--- config.mk ---
export PLATFORM = sky130hd
export DESIGN_NAME = tlc_farm_sensor_cond
export DESIGN_NICKNAME = d
export VERILOG_FILES = /design/src/rtl/tlc_farm_sensor_cond.sv
export SDC_FILE = /design/constraint.sdc
export NUM_CORES = 1
export LEC_CHECK = 0
export ABC_AREA = 0
export CORE_MARGIN = 4
export CORE_UTILIZATION = 46
export DETAILED_ROUTE_END_ITERATION = 10
export PLACE_DENSITY = 0.85
export SYNTH_ARGS = -nofsm -noshare
export SYNTH_HDL_FRONTEND = slang
export SYNTH_SLANG_ARGS = --single-unit
--- constraint.sdc ---
create_clock -name clk -period 1.75 [get_ports clk]
set_input_delay 0.35 -clock clk [delete_from_list [all_inputs] [get_ports clk]]
set_output_delay 0.35 -clock clk [all_outputs]
set_load 0.005 [all_outputs]
--- src/rtl/tlc_farm_sensor_cond.sv ---
// tlc_farm_sensor_cond: synchronise, debounce and count farm-road loop arrivals, latching a request until farm green
module tlc_farm_sensor_cond #(
    parameter int DEB_CYCLES = 4,
    parameter int CNT_W      = 8
) (
    input  logic             clk,
    input  logic             rst_n,
    input  logic             loop_raw,
    input  logic [2:0]       light_farm,
    input  logic             clr_cnt,
    output logic             sensor,
    output logic [CNT_W-1:0] vehicle_cnt,
    output logic             overflow
);
    localparam int DW = DEB_CYCLES > 1 ? $clog2(DEB_CYCLES) : 1;
    localparam logic [DW-1:0] DEB_MAX = DW'(DEB_CYCLES - 1);

    typedef enum logic [1:0] {IDLE, WAIT, SERVE} state_t;

    state_t        state, state_nx;
    logic          s1, s2, loop_deb, arrival, green;
    logic [DW-1:0] deb_cnt;

    assign green   = light_farm == 3'b001;
    assign arrival = s2 & ~loop_deb & (deb_cnt == DEB_MAX);
    assign sensor  = (state == WAIT) | ((state == SERVE) & loop_deb);

    // two-flop synchroniser feeding a run-length debouncer
    always_ff @(posedge clk) begin
        if (!rst_n) begin
            s1       <= 1'b0;
            s2       <= 1'b0;
            loop_deb <= 1'b0;
            deb_cnt  <= '0;
        end else begin
            s1 <= loop_raw;
            s2 <= s1;
            if (s2 == loop_deb) begin
                deb_cnt <= '0;
            end else if (deb_cnt == DEB_MAX) begin
                loop_deb <= s2;
                deb_cnt  <= '0;
            end else begin
                deb_cnt <= deb_cnt + DW'(1);
            end
        end
    end

    // saturating arrival counter; clear wins over history but still counts a same-cycle arrival
    always_ff @(posedge clk) begin
        if (!rst_n) begin
            vehicle_cnt <= '0;
            overflow    <= 1'b0;
        end else if (clr_cnt) begin
            vehicle_cnt <= CNT_W'(arrival);
            overflow    <= 1'b0;
        end else if (arrival) begin
            if (&vehicle_cnt) overflow <= 1'b1;
            else vehicle_cnt <= vehicle_cnt + CNT_W'(1);
        end
    end

    // request state register
    always_ff @(posedge clk) begin
        if (!rst_n) state <= IDLE;
        else state <= state_nx;
    end

    // request latched on arrival, served while farm green, re-armed if a car is still on the loop
    always_comb begin
        state_nx = state;
        state_nx = (state == IDLE)  ? (arrival ? WAIT : IDLE) :
                   (state == WAIT)  ? (green ? SERVE : WAIT) :
                   (state == SERVE) ? (green ? SERVE : (loop_deb ? WAIT : IDLE)) :
                   IDLE;
    end
endmodule

==> metrics.txt <==
vias per cell 5.88; core footprint 1380 sq um; HPWL after detailed placement 1160 um; Worst Hold Class reg2reg; antenna cell count 0; Mean Syn Cell Area 9.16 sq um; CTS tree yes; post-synthesis sequential area ratio 44.8%; Compound-Gate Fraction of Synth Area 15.1%; most frequent cells in the layout clkdlybuf4s50_1, dfxtp_1, nor2_1, a21oi_1; # DRC 0; crit path kind reg2reg; Period minus WS final 1.65 ns; post-DR wirelength/cell 14.1 um; largest family of logic cells by synthesized area simple AND/OR/NAND/NOR gates; TNS Setup 0 ns; Synth Area in XOR/XNOR 1.23%; mux share of post-synthesis cell area 1.40%; clk root buf clkbuf_4; Area Growth Syn to Fin 33.5%; critical path endpoint category flip-flop; global-route wire length before repair roughly 2800 um; clock slew at reported path FFs 0.09 ns; overflow left after global routing 0; worst path bufs/invs 0; final setup fails 0; die height 47.4 um; Ys Warns 0; routed wire length 1600 um; Row Count 13; NetSw 0.133 mW; CP max stage cell dfxtp_1; Via Count 664; Hold Violations, Final 0; Max-Cap Viols 0; gpl congestion 0.782; adder and majority gate portion of the synthesized area 5.25%; largest net degree at the start of global routing 10; die width between 40 and 50 um; fin nets roughly 110; Initial DRC Count 18; Max-slew headroom between 70% and 80%; GR Util All Layers 18.4%; number of fill cells in the layout 116; total clock sinks 16; Synth cell types 33; clock share of power 38.3%; Fin Clk Skew 0.00144 ns; Synth Instances 78; status finished clean; sequential share of power 57.0%; die area 2250 sq um; Port-buffer cells 16; Hold Buf Count CTS 0; period utilization approximately 94%; initial antenna violation count 0; Fmax a little over 0.6 GHz; Routed Antenna Nets 0; worst hold slack 0.445 ns; CTS Buf Count 3; drt pass-1 iters 4; Worst path max stage delay about 0.37 ns; WP data required 1.98 ns; CP delay by family, top simple AND/OR/NAND/NOR gates; actual slew at the worst max-slew pin between 0.3 and 0.4 ns; initial core utilization 51.7%; count of pins over their slew limit 0; crit path max fanout 6; vias in the first global route 627; static leakage 0.381 nW; Cell Area, Synth 714 sq um; Worst EP arrival 1.87 ns; Post-Syn Nets 88; RSZ-0062 raised after global routing false; setup repair bufs after CTS 0; Pwr Density 677 nW/um^2; #FFs+latches synth 16; Synth Area in Simple Gates just under 30%; Logic pwr share 4.7%; H-tree depth 1; Ports 17; commonest non-fill, non-tap cell in the layout clkdlybuf4s50_1; CP cell instances ha_1 -> and3_1 -> a21o_1 -> or3_1 -> a21oi_1; CTS Buffer Depth 2; Clock Latency Late Sink 0.29 ns; sw frac about 21%; Max VDD drop around 0.48 mV; CP Launch Type flip-flop; share of cells above drive strength 1 13.3%; internal power 0.513 mW
[path summary, 6_finish.rpt]
check	from	end	slack (ns)	cells after the start
setup / recovery	vehicle_cnt[0]	vehicle_cnt[5]	0.10	5
hold / removal	s1	s2	0.44	1
setup reg to reg	vehicle_cnt[0]	vehicle_cnt[5]	0.10	5
hold reg to reg	s1	s2	0.44	1
[state kept, by name, indices dropped and copies added (netlist names)]
signal	flops
loop_deb	1
s2	1
state	2
deb_cnt	2
overflow	1
vehicle_cnt	8
s1	1
[power by group through the flow]
| stage | combinational [mW] | sequential (mW) | clock, mW |
|---|---|---|---|
| CTS | 0.0304 | 0.368 | 0.248 |
| finish | 0.0302 | 0.368 | 0.247 |
| detailed placement | 0.0301 | 0.376 | 0 |
| global route | 0.0332 | 0.368 | 0.280 |
| global placement | 0.0296 | 0.376 | 0 |
| floorplan | 0.0109 | 0.376 | 0 |
[cell type report]
cell class,instances,area (sq um),share of cell area (%)
clock buffer,4,36.3,3.81
sequential,16,323,33.9
multi-input combinational,57,394,41.3
timing repair buffer,17,166,17.5
inverter,4,15.0,1.57
tap,15,18.8,1.97
[synth_stat cells, drive strengths merged]
master  count  share of area [%]
a211oi      2                2.1
a21o        1                1.1
a21oi       6                4.2
a31oi       2                1.8
a41o        1                1.6
and2        4                3.5
and3        1               0.88
and3b       1                1.2
and4        2                2.8
buf         1               0.52
dfxtp      16                 45
ha          3                5.3
inv         4                2.1
mux2i       1                1.4
nand2       3                1.6
nand2b      1               0.88
nand3       2                1.4
nand4       1               0.88
nand4b      1                1.2
nor2        8                4.2
nor2b       4                3.5
nor3        3                2.1
nor3b       1                1.1
nor4b       1                1.2
nor4bb      1                1.4
o211a       1                1.4
o211ai      1                1.1
o21ai       1               0.70
o32ai       1                1.2
or2         1               0.88
or3         1               0.88
xnor2       1                1.2
[stage by stage]
step           area, sq um  power [mW]  cells  worst slack [ns]  util, %
2_1_floorplan          714       0.387     78             0.221        -
3_3_place_gp           897       0.406    109             0.190     64.9
3_5_place_dp           897       0.406    109             0.151     64.9
4_1_cts                953       0.646    113             0.117     69.0
5_1_grt                953       0.681    113            0.0254     69.0
6_report               953       0.645    113             0.104     69.0
[metal layers]
layer  wire length, um  global-route usage (%)
met5                 0                       0
met4                38                    11.6
met3                79                    6.02
met2               765                    27.0
met1               711                    23.1
[kinds of logic (layout without fill, tap and decap cells)]
logic type	Yosys count	after routing
AND/OR/NAND/NOR	36	36
AO/OA/AOI/OAI	16	16
flip-flops	16	16
buffers and inverters	5	25
adder cells (fa/ha/maj)	3	3
XOR/XNOR	1	1
multiplexers	1	1
[timing repair]
item,4_1_cts,5_1_grt
setup endpoints to repair,1,0
gates resized for setup,8,0
hold endpoints to repair,0,0
No activity file was read; power rests on OpenSTA's default activity.
